$ cat src/rtl/axi_rd_arb_if.sv
// Bundled AR/R signals between the read requesters, the arbiter and the memory.
// The slave modport is the arbiter's view; the master modport is the surrounding environment.
interface axi_rd_arb_if #(
    parameter int NUM_M = 2
);
    logic [NUM_M-1:0]    m_ar_valid;
    logic [NUM_M-1:0]    m_ar_ready;
    logic [32*NUM_M-1:0] m_ar_addr;
    logic [6*NUM_M-1:0]  m_ar_id;
    logic [8*NUM_M-1:0]  m_ar_len;
    logic [3*NUM_M-1:0]  m_ar_size;
    logic [2*NUM_M-1:0]  m_ar_burst;
    logic [NUM_M-1:0]    m_r_valid;
    logic [NUM_M-1:0]    m_r_ready;
    logic [255:0]        m_r_data;
    logic [5:0]          m_r_id;
    logic [1:0]          m_r_resp;
    logic                m_r_last;

    logic                s_ar_valid;
    logic                s_ar_ready;
    logic [31:0]         s_ar_addr;
    logic [5:0]          s_ar_id;
    logic [7:0]          s_ar_len;
    logic [2:0]          s_ar_size;
    logic [1:0]          s_ar_burst;
    logic                s_r_valid;
    logic                s_r_ready;
    logic [255:0]        s_r_data;
    logic [5:0]          s_r_id;
    logic [1:0]          s_r_resp;
    logic                s_r_last;

    modport slave (
        input  m_ar_valid, m_ar_addr, m_ar_id, m_ar_len, m_ar_size, m_ar_burst, m_r_ready,
        output m_ar_ready, m_r_valid, m_r_data, m_r_id, m_r_resp, m_r_last,
        output s_ar_valid, s_ar_addr, s_ar_id, s_ar_len, s_ar_size, s_ar_burst, s_r_ready,
        input  s_ar_ready, s_r_valid, s_r_data, s_r_id, s_r_resp, s_r_last
    );

    modport master (
        output m_ar_valid, m_ar_addr, m_ar_id, m_ar_len, m_ar_size, m_ar_burst, m_r_ready,
        input  m_ar_ready, m_r_valid, m_r_data, m_r_id, m_r_resp, m_r_last,
        input  s_ar_valid, s_ar_addr, s_ar_id, s_ar_len, s_ar_size, s_ar_burst, s_r_ready,
        output s_ar_ready, s_r_valid, s_r_data, s_r_id, s_r_resp, s_r_last
    );
endinterface

$ cat src/rtl/axi_rd_arb.sv
// Round-robin arbiter sharing one AXI4 read port among NUM_M requesters, one burst in flight.
// Optional AXI_RD_ARB_LENCHK_EN builds a beat counter that flags a sticky burst-length error.
module axi_rd_arb #(
    parameter int NUM_M = 2,
    parameter int IDX_W = 1
) (
    input  logic             clk,
    input  logic             resetn,
    axi_rd_arb_if.slave      bus,
    output logic [IDX_W-1:0] grant_idx,
    output logic             busy,
    output logic             lenchk_err
);
    typedef enum logic [1:0] {IDLE, ADDR, DATA} state_t;

    state_t           r_state;
    logic [IDX_W-1:0] r_rr_ptr;
    logic [IDX_W-1:0] r_grant;
    logic             r_busy;

    logic             w_found;
    logic [IDX_W-1:0] w_pick;
    int               w_idx;
    int               w_sel;
    logic             w_in_addr;
    logic             w_in_data;
    logic             w_r_hs;
    logic [IDX_W-1:0] w_next_ptr;

    assign w_in_addr  = (r_state == ADDR);
    assign w_in_data  = (r_state == DATA);
    assign w_sel      = int'(r_grant);
    assign w_r_hs     = w_in_data & bus.s_r_valid & bus.m_r_ready[r_grant];
    assign w_next_ptr = (r_grant == IDX_W'(NUM_M - 1)) ? '0 : r_grant + IDX_W'(1);

    // First valid requester scanning upward from the pointer, wrapping at NUM_M.
    always_comb begin
        w_found = 1'b0;
        w_pick  = '0;
        w_idx   = 0;
        for (int k = 0; k < NUM_M; k++) begin
            w_idx = int'(r_rr_ptr) + k;
            if (w_idx >= NUM_M) w_idx = w_idx - NUM_M;
            if (!w_found && bus.m_ar_valid[w_idx]) begin
                w_found = 1'b1;
                w_pick  = IDX_W'(w_idx);
            end
        end
    end

    always_ff @(posedge clk or negedge resetn) begin
        if (!resetn) begin
            r_state  <= IDLE;
            r_rr_ptr <= '0;
            r_grant  <= '0;
            r_busy   <= 1'b0;
        end else begin
            case (r_state)
                IDLE: if (w_found) begin
                    r_grant <= w_pick;
                    r_state <= ADDR;
                    r_busy  <= 1'b1;
                end
                ADDR: if (bus.s_ar_ready) begin
                    r_state  <= DATA;
                    r_rr_ptr <= w_next_ptr;
                end
                DATA: if (w_r_hs && bus.s_r_last) begin
                    r_state <= IDLE;
                    r_busy  <= 1'b0;
                end
                default: begin
                    r_state <= IDLE;
                    r_busy  <= 1'b0;
                end
            endcase
        end
    end

    assign grant_idx = r_grant;
    assign busy      = r_busy;

    always_comb begin
        bus.s_ar_valid = w_in_addr;
        bus.s_ar_addr  = '0;
        bus.s_ar_id    = '0;
        bus.s_ar_len   = '0;
        bus.s_ar_size  = '0;
        bus.s_ar_burst = '0;
        if (w_in_addr) begin
            bus.s_ar_addr  = bus.m_ar_addr[w_sel*32 +: 32];
            bus.s_ar_id    = bus.m_ar_id[w_sel*6 +: 6];
            bus.s_ar_len   = bus.m_ar_len[w_sel*8 +: 8];
            bus.s_ar_size  = bus.m_ar_size[w_sel*3 +: 3];
            bus.s_ar_burst = bus.m_ar_burst[w_sel*2 +: 2];
        end
    end

    // R payload is only forwarded while a burst owns the port, so it reads zero otherwise.
    always_comb begin
        bus.s_r_ready = w_in_data & bus.m_r_ready[r_grant];
        bus.m_r_data  = '0;
        bus.m_r_id    = '0;
        bus.m_r_resp  = '0;
        bus.m_r_last  = 1'b0;
        if (w_in_data) begin
            bus.m_r_data = bus.s_r_data;
            bus.m_r_id   = bus.s_r_id;
            bus.m_r_resp = bus.s_r_resp;
            bus.m_r_last = bus.s_r_last;
        end
    end

    generate
        for (genvar gi = 0; gi < NUM_M; gi++) begin : g_port
            assign bus.m_ar_ready[gi] = w_in_addr && (r_grant == IDX_W'(gi)) && bus.s_ar_ready;
            assign bus.m_r_valid[gi]  = w_in_data && (r_grant == IDX_W'(gi)) && bus.s_r_valid;
        end
    endgenerate

`ifdef AXI_RD_ARB_LENCHK_EN
    logic [7:0] r_beat_cnt;
    logic       r_lenchk_err;

    // Counter holds beats remaining after the current one; last must coincide with zero.
    always_ff @(posedge clk or negedge resetn) begin
        if (!resetn) begin
            r_beat_cnt   <= '0;
            r_lenchk_err <= 1'b0;
        end else if (w_in_addr && bus.s_ar_ready) begin
            r_beat_cnt <= bus.s_ar_len;
        end else if (w_r_hs) begin
            r_beat_cnt <= r_beat_cnt - 8'd1;
            if (bus.s_r_last != (r_beat_cnt == 8'd0)) r_lenchk_err <= 1'b1;
        end
    end

    assign lenchk_err = r_lenchk_err;
`else
    assign lenchk_err = 1'b0;
`endif
endmodule

$ cat src/flat_wrapper.sv
// flat-port wrapper written by rule: the top's interface ports become plain ports
module axi_rd_arb_flat 
#(
    parameter int NUM_M = 2,
    parameter int IDX_W = 1
)
  (clk, resetn, grant_idx, busy, lenchk_err, bus_m_ar_valid, bus_m_ar_addr, bus_m_ar_id, bus_m_ar_len, bus_m_ar_size, bus_m_ar_burst, bus_m_r_ready, bus_m_ar_ready, bus_m_r_valid, bus_m_r_data, bus_m_r_id, bus_m_r_resp, bus_m_r_last, bus_s_ar_valid, bus_s_ar_addr, bus_s_ar_id, bus_s_ar_len, bus_s_ar_size, bus_s_ar_burst, bus_s_r_ready, bus_s_ar_ready, bus_s_r_valid, bus_s_r_data, bus_s_r_id, bus_s_r_resp, bus_s_r_last);
  axi_rd_arb_if #(.NUM_M(NUM_M)) bus_i ();
  input  logic clk;
  input  logic resetn;
  output logic [IDX_W-1:0] grant_idx;
  output logic busy;
  output logic lenchk_err;
  input wire logic [$bits(bus_i.m_ar_valid)-1:0] bus_m_ar_valid;
  input wire logic [$bits(bus_i.m_ar_addr)-1:0] bus_m_ar_addr;
  input wire logic [$bits(bus_i.m_ar_id)-1:0] bus_m_ar_id;
  input wire logic [$bits(bus_i.m_ar_len)-1:0] bus_m_ar_len;
  input wire logic [$bits(bus_i.m_ar_size)-1:0] bus_m_ar_size;
  input wire logic [$bits(bus_i.m_ar_burst)-1:0] bus_m_ar_burst;
  input wire logic [$bits(bus_i.m_r_ready)-1:0] bus_m_r_ready;
  output wire logic [$bits(bus_i.m_ar_ready)-1:0] bus_m_ar_ready;
  output wire logic [$bits(bus_i.m_r_valid)-1:0] bus_m_r_valid;
  output wire logic [$bits(bus_i.m_r_data)-1:0] bus_m_r_data;
  output wire logic [$bits(bus_i.m_r_id)-1:0] bus_m_r_id;
  output wire logic [$bits(bus_i.m_r_resp)-1:0] bus_m_r_resp;
  output wire logic [$bits(bus_i.m_r_last)-1:0] bus_m_r_last;
  output wire logic [$bits(bus_i.s_ar_valid)-1:0] bus_s_ar_valid;
  output wire logic [$bits(bus_i.s_ar_addr)-1:0] bus_s_ar_addr;
  output wire logic [$bits(bus_i.s_ar_id)-1:0] bus_s_ar_id;
  output wire logic [$bits(bus_i.s_ar_len)-1:0] bus_s_ar_len;
  output wire logic [$bits(bus_i.s_ar_size)-1:0] bus_s_ar_size;
  output wire logic [$bits(bus_i.s_ar_burst)-1:0] bus_s_ar_burst;
  output wire logic [$bits(bus_i.s_r_ready)-1:0] bus_s_r_ready;
  input wire logic [$bits(bus_i.s_ar_ready)-1:0] bus_s_ar_ready;
  input wire logic [$bits(bus_i.s_r_valid)-1:0] bus_s_r_valid;
  input wire logic [$bits(bus_i.s_r_data)-1:0] bus_s_r_data;
  input wire logic [$bits(bus_i.s_r_id)-1:0] bus_s_r_id;
  input wire logic [$bits(bus_i.s_r_resp)-1:0] bus_s_r_resp;
  input wire logic [$bits(bus_i.s_r_last)-1:0] bus_s_r_last;
  assign bus_i.m_ar_valid = bus_m_ar_valid;
  assign bus_i.m_ar_addr = bus_m_ar_addr;
  assign bus_i.m_ar_id = bus_m_ar_id;
  assign bus_i.m_ar_len = bus_m_ar_len;
  assign bus_i.m_ar_size = bus_m_ar_size;
  assign bus_i.m_ar_burst = bus_m_ar_burst;
  assign bus_i.m_r_ready = bus_m_r_ready;
  assign bus_m_ar_ready = bus_i.m_ar_ready;
  assign bus_m_r_valid = bus_i.m_r_valid;
  assign bus_m_r_data = bus_i.m_r_data;
  assign bus_m_r_id = bus_i.m_r_id;
  assign bus_m_r_resp = bus_i.m_r_resp;
  assign bus_m_r_last = bus_i.m_r_last;
  assign bus_s_ar_valid = bus_i.s_ar_valid;
  assign bus_s_ar_addr = bus_i.s_ar_addr;
  assign bus_s_ar_id = bus_i.s_ar_id;
  assign bus_s_ar_len = bus_i.s_ar_len;
  assign bus_s_ar_size = bus_i.s_ar_size;
  assign bus_s_ar_burst = bus_i.s_ar_burst;
  assign bus_s_r_ready = bus_i.s_r_ready;
  assign bus_i.s_ar_ready = bus_s_ar_ready;
  assign bus_i.s_r_valid = bus_s_r_valid;
  assign bus_i.s_r_data = bus_s_r_data;
  assign bus_i.s_r_id = bus_s_r_id;
  assign bus_i.s_r_resp = bus_s_r_resp;
  assign bus_i.s_r_last = bus_s_r_last;
  axi_rd_arb #(.NUM_M(NUM_M), .IDX_W(IDX_W)) u_core (.clk(clk), .resetn(resetn), .bus(bus_i), .grant_idx(grant_idx), .busy(busy), .lenchk_err(lenchk_err));
endmodule
$ cat config.mk
export PLATFORM = sky130hd
export DESIGN_NAME = axi_rd_arb_flat
export DESIGN_NICKNAME = d
export VERILOG_FILES = /design/src/rtl/axi_rd_arb_if.sv /design/src/rtl/axi_rd_arb.sv /design/src/flat_wrapper.sv
export SDC_FILE = /design/constraint.sdc
export NUM_CORES = 1
export LEC_CHECK = 0
export ABC_AREA = 1
export ABC_CLOCK_PERIOD_IN_PS = 1750
export BUFFER_PORTS_ARGS = -buffer_cell sky130_fd_sc_hd__clkbuf_2
export CORE_AREA = 4 4 268 270
export CTS_CLUSTER_SIZE = 25
export DETAILED_ROUTE_END_ITERATION = 8
export DIE_AREA = 0 0 272 274
export GPL_ROUTABILITY_DRIVEN = 0
export GPL_TIMING_DRIVEN = 0
export SYNTH_ARGS = -nofsm -noshare
export SYNTH_HDL_FRONTEND = slang
export SYNTH_SLANG_ARGS = --single-unit
export TNS_END_PERCENT = 5
$ cat constraint.sdc
create_clock -name clk -period 1.75 [get_ports clk]
set_clock_uncertainty 0.2 [all_clocks]
set_input_delay 0.2625 -clock clk [delete_from_list [all_inputs] [get_ports clk]]
set_output_delay 0.2625 -clock clk [all_outputs]
set_load 0.02 [all_outputs]
* After elaboration in Yosys (flattened, before gate mapping) *
Cells that the tools add are included.

operators by class
  muxes and demuxes = 31
  bitwise logic cells = 5
  reductions and logical operators = 16
  shift-type cells = 5
  order comparisons = 5
  $mul = 2
  add/sub/neg operators = 4
  equality and inequality tests = 5

operators by type and width
  operator                                                             number
  2-to-1 mux 256 bit                                                   1
  2-to-1 mux 32 bit                                                    3
  less-than comparator 32 x 3 -> 1 bit (second input constant)         2
  variable part select 64 x 7 -> 32 bit                                1
  greater-or-equal comparator 32 x 3 -> 1 bit (second input constant)  1
  variable part select 12 x 32 -> 6 bit                                1
  variable part select 6 x 32 -> 3 bit                                 1
  subtractor 32 x 3 -> 32 bit (second input constant)                  1
  2-to-1 mux 1 bit                                                     16
  variable part select 16 x 5 -> 8 bit                                 1
  2-to-1 mux 6 bit                                                     2
  logical AND 1 bit                                                    10
  2-to-1 mux 2 bit                                                     5
  2-to-1 mux 8 bit                                                     1
  multiplier 1 x 2 -> 3 bit (second input constant)                    2
  case mux 2 bit (3 select lines)                                      1
  AND reduction 3 bit                                                  2
  inequality test 2 bit (second input constant)                        2
  AND reduction 2 bit                                                  2
  variable part select 4 x 3 -> 2 bit                                  1
  bitwise AND 1 bit                                                    3
  2-to-1 mux 3 bit                                                     1
  case mux 1 bit (3 select lines)                                      1
  subtractor 1 x 2 -> 3 bit (second input constant)                    1
  other kinds (10)                                                     11

word-level totals
  flip-flop bits (word level) = 5
  word-level logic and storage cells = 77
  output and inout bits = 325

* Depth between registers and ports, before layout *
  depth in word-level cells = 11
  gate-level depth with buffers = 9
  gate-level depth less buffers = 8

* Worst setup path before layout *
Ideal clock, no wire load.

  kind = register -> output
  start = reg u_core.r_grant (netlist: u_core.grant_idx)
  end = out bus_s_ar_burst[0]
  data required time = 1.287 ns
  path buffers = 3
  cell stages (with the launch flop) = 7
  setup slack = -0.049 ns
  arrival = 1.337 ns
  cells stage by stage = dfrtp_1 -> buf_4 -> inv_2 -> buf_6 -> buf_4 -> nand2_1 -> a21oi_1

between the ends
  cells in the longest elaborated chain, start to end = 2

RTL lines
  item                                 RTL line            source
  start: declaration                   axi_rd_arb.sv:18    logic [IDX_W-1:0] r_grant;
  start signal: assignment             axi_rd_arb.sv:60    r_grant <= w_pick;
  variable part select 4 x 3 -> 2 bit  axi_rd_arb.sv:95    bus.s_ar_burst = bus.m_ar_burst[w_sel*2 +: 2];
  2-to-1 mux 2 bit                     axi_rd_arb.sv:90    if (w_in_addr) begin
  end: declaration                     flat_wrapper.sv:32  output wire logic [$bits(bus_i.s_ar_burst)-1:0] bus_s_ar_burst;

Every way passes these cells.

* Worst setup path after layout *
  start = reg u_core.r_state[0]
  end = out bus_m_r_data[130]

between the ends
  cells in the longest elaborated chain, start to end = 2

RTL lines
  item                      RTL line            source
  start: declaration        axi_rd_arb.sv:16    state_t r_state;
  start signal: assignment  axi_rd_arb.sv:53    r_state <= IDLE;
  start signal: assignment  axi_rd_arb.sv:61    r_state <= ADDR;
  start signal: assignment  axi_rd_arb.sv:65    r_state <= DATA;
  equality test 2 bit       axi_rd_arb.sv:31    assign w_in_data = (r_state == DATA);
  2-to-1 mux 256 bit        axi_rd_arb.sv:106   if (w_in_data) begin
  end: declaration          flat_wrapper.sv:23  output wire logic [$bits(bus_i.m_r_data)-1:0] bus_m_r_data;

Every way passes these cells.

==> flow_summary.yaml <==
clock_network:
  cts_max_path_buffers: 2
  htree_levels: 1
  cts_tree: "yes"
  insertion_delay_ns: 0.23
  clk_pin_slew_ns: 0.03
  cts.sinks: 5
  cts_buffers: 3
  ctsRootBufferMaster: "clkbuf_16"
detailed_routing:
  wl_per_cell_um: 18.7
  wl_um: 45400
  drt.antenna.violating_nets: 0
  via_per_inst: 2.98
  drt_pass1_iterations: 4
  drcViolationCount: 0
  drt_iter0_markers: 232
  vias: 7245
timing:
  max_freq_mhz: 489
  setup_violations: 321
  grt_setup_unrepaired: "true"
  layout_setup_ws_ns: -0.297
  period_needed_ns: 2.05
  tns_ns: -74.02
  maxSlewViolCount: 0
  post-route-period-util: 1.17
  hold_violations: 0
floorplan:
  die_w_um: 272
  chipHeight_um: 274
  row_count: 97
  start_util: 0.0728
  dieArea_um2: 74500
  ioPinCount: 700
  core_area_um2: 69500
pwr:
  fin_total_pwr_w: 0.0143
  netSwitchingFraction: 0.573
  p_sw_w: 0.00820
  vdd.ir_drop.worst_uv: 1130
  powerDensity_nw_per_um2: 1180
  p_comb_frac: 0.959
  leakage_nw: 6.50
  p_seq_frac: 0.015
  clock_power_share: 0.026
  intPower_w: 0.00611
synthesis:
  ys_seq_elements: 5
  ys_seq_area_frac: 0.0247
  synthFlopType: "dfrtp_1"
  synth.cells.most_frequent: "inv_1 (273), nor2_4 (201), nand2_1 (113)"
  yosysMostFrequentCell: "inv_1"
  yosysUniqueCellTypes: 20
  yosysWarnings: 0
  avgSynthCellArea_um2: 6.54
  synth_edf_count: 0
  netlist_instances: 774
  synthTopCellsByArea: "nor2_4 (45%), inv_1 (20%), buf_12 (8.7%)"
  synth_top_area_cell: "nor2_4"
  async_flop_share: 1.00
  synth_top_area_frac: 0.447
  synth.net_count: 1149
  syn_area_um2: 5060
grt:
  grt_max_degree: 11
  antenna_found_initial: 25
  grt_pass1_wl_um: 57600
  grt_overflow_total: 0
  grt_pass1_vias: 7282
  grt_usage: 0.112
layout:
  nNetsFinal: 1863
  drive_gt1_frac: 0.701
  syn_to_final_growth_pct: 139
  instances_no_fill: 2432
  fin_area_um2: 12100
status:
  violations: "setup timing"
  outcome: "finished, violations left"
critical_path:
  cp.arrival_ns: 1.58
  reg2reg_setup_slack_ns: 0.33
  r2r_cells: 10
  crit_type: "reg -> out"
  r2r-start: "u_core.grant_idx"
  cp-endpoint: "bus_m_r_data[130]"
  rr_endpoint: "u_core.busy"
  cp_max_fo: 10
  end_kind: "primary output"
  startpoint: "u_core.r_state[0]"
  required_ns: 1.29
  critPathLaunchType: "flip-flop"
run:
  max-cap-violations: 0
place:
  portBuffers: 698
  dp_hpwl_um: 41400
  dpl.cell_count: 2412
  placed_area_um2: 9740
hold_path:
  hp-class: "in -> reg"
==> worst min-delay path by stage <==
stage | from | end | slack, ns | depth (start not counted)
detailed placement | resetn | u_core.grant_idx | -0.11 | 1
finish | bus_s_ar_ready | u_core.r_state[0] | 0.06 | 2
CTS | bus_s_ar_ready | u_core.r_state[0] | 0.05 | 2
global route | bus_s_ar_ready | u_core.r_state[0] | 0.08 | 2
global placement | resetn | u_core.grant_idx | -0.12 | 1
floorplan | resetn | u_core.busy | -0.23 | 0
==> worst max-delay path, cell delays in order (launching register included) <==
cell and delay, ns:
dfrtp_1 0.40, nor2_4 0.19, inv_8 0.10, buf_16 0.18
buf_16 0.17, nor2_4 0.08, clkbuf_4 0.17
==> layer usage <==
layer / vias to the layer above / GRT usage / routed length, um
li1: 3497 / - / -
met1: 3195 / 0.124 / 16500
met2: 496 / 0.189 / 20900
met3: 55 / 0.0554 / 6260
met4: 2 / 0.0360 / 1750
met5: - / 0 / 13
==> power by group through the flow <==
stage / logic (W) / clock network (W) / registers (W)
after global placement: 0.0109 / 0 / 0.000212
after floorplan: 0.00693 / 0 / 0.000235
final: 0.0137 / 0.000376 / 0.000213
after global routing: 0.0145 / 0.000389 / 0.000222
after detailed placement: 0.0110 / 0 / 0.000212
after CTS: 0.0133 / 0.000381 / 0.000214
==> layout make-up <==
type	count	area (um^2)
fillers	7827	57400
repair buffers	709	5300
multi-input cells	446	3610
well taps	940	1180
inverters	275	1040
plain buffers	48	746
flip-flops and latches	5	125
clock buffers	4	78.8
diodes	5	12.5
==> registers in the layout, indices dropped and copies added (netlist names) <==
register and cells:
u_core.busy 1, u_core.grant_idx 1, u_core.r_rr_ptr 1, u_core.r_state 2
==> timing repair <==
action                                  CTS  global route
endpoints found under the hold margin     5             0
pin swaps                                 3             4
cloned                                    3             1
resized for setup                       455           263
buffers inserted                          5             1
endpoints found under the setup margin  321           321
hold buffers                              1             0
==> stage by stage <==
| stage | util | hold slack [ns] | setup slack [ns] |
|---|---|---|---|
| floorplan | - | -0.233 | -0.0490 |
| global placement | 0.140 | -0.116 | -0.304 |
| detailed placement | 0.140 | -0.115 | -0.296 |
| CTS | 0.168 | 0.0517 | -0.307 |
| global route | 0.174 | 0.0849 | -0.354 |
| finish | 0.174 | 0.0564 | -0.297 |
==> logic make-up after synthesis <==
family / synth area share
buffers and inverters: 0.329
AND/OR/NAND/NOR: 0.588
AO/OA/AOI/OAI: 0.0578
other: 0.000740
flip-flops: 0.0247
==> placed cells by master (no fill, tap or decap), types with 2 or more instances in the layout <==
master and count:
nor2_2 11, clkbuf_2 382, nand2_4 5, nor2_4 210
buf_4 113, inv_1 273, buf_8 17, diode_2 5
dfrtp_1 5, buf_6 15, a21oi_2 44, clkbuf_8 118
nor2_1 49, nand2_1 100, buf_16 4, a21oi_1 6
nor3_2 2, buf_12 24, nand2_2 8, clkbuf_16 4
a21oi_4 2, buf_2 12, clkbuf_4 69, o21ai_0 4
Note: power is estimated with default switching activity, not from simulation.
